File: src/rtl/axis_pattern_source_pkg.sv
// Shared definitions for the AXI-Stream pattern source: FSM state encoding,
// LFSR polynomial/seed and the single-step LFSR helper.
package axis_pattern_source_pkg;

   // Generator FSM states
   typedef enum logic [1:0] {
      ST_IDLE = 2'd0,
      ST_SEND = 2'd1,
      ST_GAP  = 2'd2
   } state_t;

   // Galois LFSR taps for x^32+x^22+x^2+x+1 (right-shifting form)
   localparam logic [31:0] LFSR_POLY = 32'h8020_0003;
   localparam logic [31:0] LFSR_SEED = 32'h0000_0001;

   // One Galois LFSR step: shift right, fold the taps in when a one falls out
   function automatic logic [31:0] lfsrStep(input logic [31:0] state);
      logic [31:0] shifted;
      shifted = state >> 1;
      return state[0] ? (shifted ^ LFSR_POLY) : shifted;
   endfunction

endpackage

File: src/rtl/axis_pattern_lfsr.sv
// 32-bit Galois LFSR used as the alternative data pattern of the
// AXI-Stream pattern source. Advances only when stepped; clear and reset
// both return it to the seed.
module axis_pattern_lfsr
   import axis_pattern_source_pkg::*;
(
   input  logic        i_clk,
   input  logic        i_rst_n,
   input  logic        i_step,
   input  logic        i_clear,
   output logic [31:0] o_state
);

   logic [31:0] r_state;

   // Clear has priority over a step landing on the same edge
   always_ff @(posedge i_clk or negedge i_rst_n) begin
      if (!i_rst_n) begin
         r_state <= LFSR_SEED;
      end else if (i_clear) begin
         r_state <= LFSR_SEED;
      end else if (i_step) begin
         r_state <= lfsrStep(r_state);
      end
   end

   assign o_state = r_state;

endmodule

File: src/rtl/axis_pattern_source.sv
// AXI-Stream packet generator: emits packets of programmable length with a
// programmable idle gap between them, carrying a deterministic data pattern.
// Optional build macro AXIS_PATTERN_SOURCE_LFSR_EN swaps the incrementing
// pattern for a 32-bit Galois LFSR (axis_pattern_lfsr).
module axis_pattern_source
   import axis_pattern_source_pkg::*;
#(
   parameter int AXIS_DATA_WIDTH = 32,
   parameter int LEN_WIDTH       = 16,
   parameter int GAP_WIDTH       = 8,
   parameter int CNT_WIDTH       = 32
)
(
   input  logic                       i_axis_clk,
   input  logic                       i_axis_rst,
   input  logic                       i_enable,
   input  logic [LEN_WIDTH-1:0]       i_pkt_len,
   input  logic [GAP_WIDTH-1:0]       i_gap_len,
   input  logic                       i_clear,
   output logic                       o_axis_tuser,
   output logic                       o_axis_tvalid,
   input  logic                       i_axis_tready,
   output logic                       o_axis_tlast,
   output logic [AXIS_DATA_WIDTH-1:0] o_axis_tdata,
   output logic                       o_busy,
   output logic [CNT_WIDTH-1:0]       o_pkt_count
);

   state_t               r_state;
   logic [LEN_WIDTH-1:0] r_len;
   logic [LEN_WIDTH-1:0] r_beatIdx;
   logic [GAP_WIDTH-1:0] r_gap;
   logic [GAP_WIDTH-1:0] r_gapCnt;
   logic                 r_tvalid;
   logic                 r_tuser;
   logic                 r_tlast;
   logic                 r_busy;
   logic                 r_clrPend;
   logic [CNT_WIDTH-1:0] r_pktCount;

   logic                 w_accept;
   logic                 w_patStep;
   logic                 w_tlastAccept;
   logic                 w_patClear;
   logic                 w_gapDone;
   logic                 w_startPkt;
   logic [LEN_WIDTH-1:0] w_lenEff;
   logic [LEN_WIDTH-1:0] w_nextIdx;

   // Decode handshake, packet boundaries, clear application and packet starts
   always_comb begin
      w_accept      = r_tvalid & i_axis_tready;
      w_patStep     = (r_state == ST_SEND) && w_accept;
      w_tlastAccept = w_patStep && r_tlast;
      w_lenEff      = (i_pkt_len == '0) ? LEN_WIDTH'(1) : i_pkt_len;
      w_nextIdx     = r_beatIdx + LEN_WIDTH'(1);
      w_gapDone     = (r_state == ST_GAP) && (r_gapCnt == GAP_WIDTH'(1));
      // A clear seen while a packet is in flight waits for its tlast
      w_patClear    = ((r_state != ST_SEND) && i_clear) ||
                      (w_tlastAccept && (r_clrPend || i_clear));
      w_startPkt    = ((r_state == ST_IDLE) && i_enable) ||
                      (w_gapDone && i_enable) ||
                      (w_tlastAccept && (r_gap == '0) && i_enable);
   end

   // Packet FSM; a new packet start re-latches length/gap and wins over
   // every other transition so back-to-back packets keep tvalid high
   always_ff @(posedge i_axis_clk or negedge i_axis_rst) begin
      if (!i_axis_rst) begin
         r_state   <= ST_IDLE;
         r_len     <= '0;
         r_beatIdx <= '0;
         r_gap     <= '0;
         r_gapCnt  <= '0;
         r_tvalid  <= 1'b0;
         r_tuser   <= 1'b0;
         r_tlast   <= 1'b0;
         r_busy    <= 1'b0;
      end else if (w_startPkt) begin
         r_state   <= ST_SEND;
         r_busy    <= 1'b1;
         r_len     <= w_lenEff;
         r_gap     <= i_gap_len;
         r_beatIdx <= '0;
         r_tvalid  <= 1'b1;
         r_tuser   <= 1'b1;
         r_tlast   <= (w_lenEff == LEN_WIDTH'(1));
      end else begin
         case (r_state)
            ST_IDLE: begin
               r_state <= ST_IDLE;
            end
            ST_SEND: begin
               if (w_accept) begin
                  r_beatIdx <= w_nextIdx;
                  r_tuser   <= 1'b0;
                  if (r_tlast) begin
                     r_tvalid <= 1'b0;
                     r_tlast  <= 1'b0;
                     if (r_gap != '0) begin
                        r_state  <= ST_GAP;
                        r_gapCnt <= r_gap;
                     end else begin
                        r_state <= ST_IDLE;
                        r_busy  <= 1'b0;
                     end
                  end else begin
                     r_tlast <= (w_nextIdx == (r_len - LEN_WIDTH'(1)));
                  end
               end
            end
            ST_GAP: begin
               if (w_gapDone) begin
                  r_state <= ST_IDLE;
                  r_busy  <= 1'b0;
               end else begin
                  r_gapCnt <= r_gapCnt - GAP_WIDTH'(1);
               end
            end
            default: begin
               r_state  <= ST_IDLE;
               r_busy   <= 1'b0;
               r_tvalid <= 1'b0;
               r_tuser  <= 1'b0;
               r_tlast  <= 1'b0;
            end
         endcase
      end
   end

   // Remember a clear that arrived mid-packet until the tlast beat goes out
   always_ff @(posedge i_axis_clk or negedge i_axis_rst) begin
      if (!i_axis_rst) begin
         r_clrPend <= 1'b0;
      end else if (w_tlastAccept) begin
         r_clrPend <= 1'b0;
      end else if ((r_state == ST_SEND) && i_clear) begin
         r_clrPend <= 1'b1;
      end
   end

   // Completed-packet counter; a clear on the same edge beats the increment
   always_ff @(posedge i_axis_clk or negedge i_axis_rst) begin
      if (!i_axis_rst) begin
         r_pktCount <= '0;
      end else if (w_patClear) begin
         r_pktCount <= '0;
      end else if (w_tlastAccept) begin
         r_pktCount <= r_pktCount + CNT_WIDTH'(1);
      end
   end

`ifdef AXIS_PATTERN_SOURCE_LFSR_EN
   logic [31:0] w_lfsrState;

   axis_pattern_lfsr u_lfsr (
      .i_clk   (i_axis_clk),
      .i_rst_n (i_axis_rst),
      .i_step  (w_patStep),
      .i_clear (w_patClear),
      .o_state (w_lfsrState)
   );

   assign o_axis_tdata = AXIS_DATA_WIDTH'(w_lfsrState);
`else
   logic [AXIS_DATA_WIDTH-1:0] r_pattern;

   // Incrementing data pattern, advanced once per accepted beat
   always_ff @(posedge i_axis_clk or negedge i_axis_rst) begin
      if (!i_axis_rst) begin
         r_pattern <= '0;
      end else if (w_patClear) begin
         r_pattern <= '0;
      end else if (w_patStep) begin
         r_pattern <= r_pattern + AXIS_DATA_WIDTH'(1);
      end
   end

   assign o_axis_tdata = r_pattern;
`endif

   assign o_axis_tvalid = r_tvalid;
   assign o_axis_tuser  = r_tuser;
   assign o_axis_tlast  = r_tlast;
   assign o_busy        = r_busy;
   assign o_pkt_count   = r_pktCount;

endmodule

File: config.mk
export PLATFORM = sky130hd
export DESIGN_NAME = axis_pattern_source
export DESIGN_NICKNAME = d
export VERILOG_FILES = /design/src/rtl/axis_pattern_source_pkg.sv /design/src/rtl/axis_pattern_lfsr.sv /design/src/rtl/axis_pattern_source.sv
export SDC_FILE = /design/constraint.sdc
export NUM_CORES = 1
export LEC_CHECK = 0
export CAP_MARGIN = 40
export CORE_AREA = 2 2 117 119
export CTS_CLUSTER_DIAMETER = 40
export DETAILED_ROUTE_END_ITERATION = 7
export DIE_AREA = 0 0 119 121
export PLACE_DENSITY = 0.77
export RECOVER_POWER = 100
export SETUP_SLACK_MARGIN = 0.4
export SYNTH_ARGS = -nofsm -noshare
export SYNTH_HDL_FRONTEND = slang
export SYNTH_SLANG_ARGS = --single-unit
File: constraint.sdc
create_clock -name i_axis_clk -period 2.55 [get_ports i_axis_clk]
set_input_delay 0.51 -clock i_axis_clk [delete_from_list [all_inputs] [get_ports i_axis_clk]]
set_output_delay 0.51 -clock i_axis_clk [all_outputs]
set_load 0.005 [all_outputs]
# --- Yosys cells after proc, flatten, opt, wreduce, memory -nomap -nowiden ---
# Cells that the tools add are included.
word_totals:
  input_bits: 29
  reg_bits: 119
  output_inout_bits: 68
  word_cells: 104
op_classes:
  n_mux: 38
  eq_ne: 16
  n_addsub: 5
  reduce_logical: 31
  n_bitwise: 2
ops:
  columns: ["op", "count"]
  rows:
  - ["two-way mux 32 bit", 4]
  - ["adder 32 x 1 -> 32 bit, second input constant", 2]
  - ["two-way mux 16 bit", 4]
  - ["two-way mux 8 bit", 4]
  - ["adder 16 x 1 -> 16 bit, second input constant", 1]
  - ["equality test 16 x 1 -> 1 bit, second input constant", 1]
  - ["equality test 16 bit", 1]
  - ["zero test 16 bit", 1]
  - ["one-hot mux 8 bit (2 select lines)", 1]
  - ["subtractor 16 x 1 -> 16 bit, second input constant", 1]
  - ["two-way mux 1 bit", 15]
  - ["inequality test 3 bit, second input constant", 4]
  - ["nonzero test 2 bit", 6]
  - ["logical AND 1 bit", 10]
  - ["two-way mux 2 bit", 5]
  - ["equality test 8 x 1 -> 1 bit, second input constant", 1]
  - ["zero test 8 bit", 1]
  - ["inequality test 2 bit, second input constant", 4]
  - ["nonzero test 8 bit", 1]
  - ["subtractor 8 x 1 -> 8 bit, second input constant", 1]
  - ["inequality test 2 x 1 -> 1 bit, second input constant", 3]
  - ["one-hot mux 1 bit (2 select lines)", 3]
  - ["AND reduction 3 bit", 2]
  - ["AND reduction 6 bit", 1]
  - ["11 further kinds", 15]

# --- Longest topological paths before layout ---
logic_depth:
  ltp_word: 8
  ltp_mapped: 9
  depth_no_buf: 9

# --- Worst setup path before layout ---
# No wires, ideal clock.
synth_path:
  kind: "register -> register"
  from: "reg r_len[5]"
  to: "reg r_tlast, in the netlist o_axis_tlast"
  t_required_ns: 2.474
  setup_ns: 0.076
  arrival_time_ns: 2.362
  path_stages_with_launch: 8
  period_less_slack_ns: 2.438
  path_buffers: 0
  path_slack_ns: 0.112
  cell_sequence: "dfrtp_1 -> or4_4 -> or3_4 -> or3_4 -> xnor2_2 -> o2111ai_1 -> a2111o_1 -> o21ai_1"
synth_via:
  elab_chain_len: 6
synth_lines:
  columns: ["element", "line_no", "source"]
  rows:
  - ["from (decl)", "axis_pattern_source.sv:30", "logic [LEN_WIDTH-1:0] r_len;"]
  - ["from (signal assigned)", "axis_pattern_source.sv:82", "r_len <= w_lenEff;"]
  - ["subtractor 16 x 1 -> 16 bit", "axis_pattern_source.sv:108", "r_tlast <= (w_nextIdx == (r_len - LEN_WIDTH'(1)));"]
  - ["equality test 16 bit", "axis_pattern_source.sv:108", null]
  - ["two-way mux 1 bit", "axis_pattern_source.sv:97", "if (r_tlast) begin"]
  - ["two-way mux 1 bit", "axis_pattern_source.sv:94", "if (w_accept) begin"]
  - ["one-hot mux 1 bit (2 select lines)", "axis_pattern_source.sv:89", "case (r_state)"]
  - ["two-way mux 1 bit", "axis_pattern_source.sv:79", "end else if (w_startPkt) begin"]
  - ["to (signal assigned)", "axis_pattern_source.sv:87", "r_tlast <= (w_lenEff == LEN_WIDTH'(1));"]
  - ["to (signal assigned)", "axis_pattern_source.sv:108", null]
  - ["to (decl)", "axis_pattern_source.sv:36", "logic r_tlast;"]
# Every way passes these cells. The select of a mux whose other input is x is not followed.
# A chain may end at the register's enable or synchronous reset.

# --- Worst setup path in the final report ---
layout_path:
  from: "reg r_len[8]"
  to: "reg r_tlast, in the netlist o_axis_tlast"
# Same word-level chain as after synthesis.

==> results.yml <==
global_route:
  grt_max_degree: 63
  first_global_vias: 5452
  gr-usage-all-layers_pct: 22.4
  grt_pass1_wl_um: 25800
  overflow: 0
  antenna_found_initial: 1
worst_setup_path:
  crit_cells: 7
  cp.buffers_inverters: 0
  crit_top_cell: "or3_4"
  cp-end-kind: "register"
  worstSetupPathType: "register to register"
  cp_top_family: "simple AND/OR/NAND/NOR gates"
  rrSetupSlack_ns: 0.13
  arrival_ns: 2.77
  cpPeakStageDelay_ns: 0.55
  crit_required_ns: 2.90
  reg2reg_from: "r_len[8]"
  timing.rr.end: "o_axis_tlast"
  cpMaxStageDelayCell: "or4_4"
  crit_end: "o_axis_tlast"
  worstPathMaxFanout: 3
  cp-startpoint: "r_len[8]"
  startpoint_type: "register"
  reg2reg_depth: 7
  cp_cell_sequence: "or4_4 -> or3_4 -> or3_4 -> nor3_4 -> xnor2_1 -> a2111o_1 -> o21ai_1"
clocking:
  clock_path_buffers: 2
  hold_buffers: 0
  clk_latency_ns: 0.42
  clkSlewWorstSetupHoldPaths_ns: 0.05
  numCtsBuffers: 17
  root_buffer: "clkbuf_16"
  clock_sinks: 119
  cts_tree: "yes"
  htreeDepth: 4
yosys:
  synth.most_common_cell: "dfrtp_1"
  synth_top_area_cell: "dfrtp_1"
  yosys-top-cells-area: "dfrtp_1, xnor2_1, nand2_1, xor2_1, nor2_1"
  ys_async_sr_fraction_pct: 100
  yosys.area.top_type_share_pct: 47.5
  synthTopCellsByCount: "dfrtp_1, nand2_1, nor2_1"
  ys_seq_area_share_pct: 47.5
  yosys_most_used_dff: "dfrtp_1"
  postSynthCellCount: 702
  synth_edf_count: 0
  mappedNetlistArea_um2: 6260
  synth_seq_cells: 119
  avgSynthCellArea_um2: 8.92
  synth.net_count: 737
  ys.warnings.count: 0
  ys_types: 42
layout:
  area.growth.synth_to_final_pct: 31.4
  final_nets: 859
  drive_gt1_share_pct: 8.97
detailed_routing:
  vias: 5527
  first_iter_violations: 442
  routedWlPerCell_um: 15.2
  drtPass1Iterations: 5
  avgViaCountPerCell: 5.46
  routed_wl_um: 15400
  postRouteAntennaNets: 0
  drc_errors: 0
worst_hold_path:
  worstHoldPathType: "input port to asynchronous set/reset pin"
timing:
  clock_skew_ns: 0.00785
  worst_slack_ns: 0.127
  setup_viol: 0
  fmax_mhz: 413
  timing.final.crit_share_pct: 95.0
  rsz0062_at_grt: "yes"
  slew_violations: 0
  finalSetupTns_ns: 0
  finalHoldViolations: 0
  worstMarginPinSlew_ns: 1.30
  slew_headroom_pct: 13.1
  period_needed_ns: 2.42
  hold_ws_ns: 0.0580
run_status:
  status: "completed"
placed_design:
  place_congestion: 0.910
  io_buffers: 96
  dp_slack_ns: 0.0631
  dpl.hpwl_um: 10900
power:
  ir_worst_vdd_mv: 0.294
  power_leakage_nw: 3.91
  powerDensity_nw_per_um2: 528
die:
  io_pins: 97
  fp.dieW_um: 119
  die_y_um: 121
  rows: 42
  initial_core_util_pct: 47.9
  die_area_um2: 14400
  coreArea_um2: 13100
job:
  cap_violations: 0
[worst min-delay path by stage]
stage / from / endpoint / slack (ns) / depth (start not counted)
after global placement: o_axis_tuser / o_axis_tuser / 0.47 / 2
after CTS: i_axis_rst / o_pkt_count[11] / 0.07 / 1
after floorplan: i_axis_rst / o_axis_tdata[0] / 0.21 / 0
final: i_axis_rst / o_pkt_count[11] / 0.06 / 1
after detailed placement: o_axis_tuser / o_axis_tuser / 0.48 / 2
after global routing: i_axis_rst / o_pkt_count[6] / 0.09 / 1
[routing by layer]
metal	wire [um]	vias up	track usage (%)
met5	0	-	0
li1	-	2634	-
met4	300	0	9.38
met3	907	27	5.26
met2	7220	198	35.8
met1	6980	2668	29.4
[kinds of logic (layout without fill, tap and decap cells)]
family | count (synthesis) | after routing | synth area share [%]
buffers and inverters | 37 | 171 | 2.22
adders and majority gates | 6 | 6 | 1.20
and+or+nand+nor | 361 | 361 | 27.2
muxes | 1 | 1 | 0.180
xor gates and xnor gates | 107 | 107 | 15.3
DFF | 119 | 119 | 47.5
AOI/OAI and AO/OA | 71 | 71 | 6.33
other | 0 | 1 | 0
[flip-flops by register name (all words and copies together), names as in the netlist]
register,cells
o_axis_tdata,32
o_pkt_count,32
r_beatIdx,16
r_len,16
r_gapCnt,8
r_gap,8
r_state,2
o_axis_tlast,1
o_axis_tuser,1
o_axis_tvalid,1
o_busy,1
r_clrPend,1
[report_power, final]
group	switching, mW	internal (mW)
clock	0.835	1.53
combinational	0.0490	0.0415
sequential	0.00125	1.89
[cell usage in the layout (no fill, tap or decap), drive strengths merged, types with 6 or more instances in the layout]
cell	Yosys	final
a21oi	24	24
and2	6	6
and3	10	10
and4	10	10
buf	1	23
clkbuf	22	31
clkdlybuf4s50	0	34
dfrtp	119	119
dlygate4sd3	0	61
ha	6	6
inv	14	14
nand2	118	118
nand3	29	29
nand4	23	23
nor2	105	105
nor3	24	24
nor4	14	14
o21ai	32	32
or3	12	12
xnor2	56	56
xor2	50	50
[layout make-up]
type                    instances  area (um2)
clock inverters                 8        96.3
flip-flops and latches        119        2980
well taps                     176         220
fillers                      1078        4850
diodes                          1        2.50
multi-input cells             546        3230
repair buffers                126        1170
inverters                      14        52.6
clock buffers                  23         488
[through the flow]
| step | cell area [um2] | std cells | total power, mW | util (%) |
|---|---|---|---|---|
| floorplan | 6260 | 702 | 1.93 | - |
| global placement | 7580 | 976 | 2.02 | 58.0 |
| detailed placement | 7580 | 976 | 2.02 | 58.0 |
| CTS | 8200 | 1009 | 4.39 | 62.7 |
| global route | 8230 | 1013 | 4.47 | 62.9 |
| finish | 8230 | 1013 | 4.35 | 62.9 |
[repair_timing]
action                     4_1_cts  5_1_grt
setup buffers                    2        3
gates resized for setup          3       23
cloned                           0        0
pin swaps                        3        2
setup endpoints to repair        3       41
(Power assumes the default switching activity.)
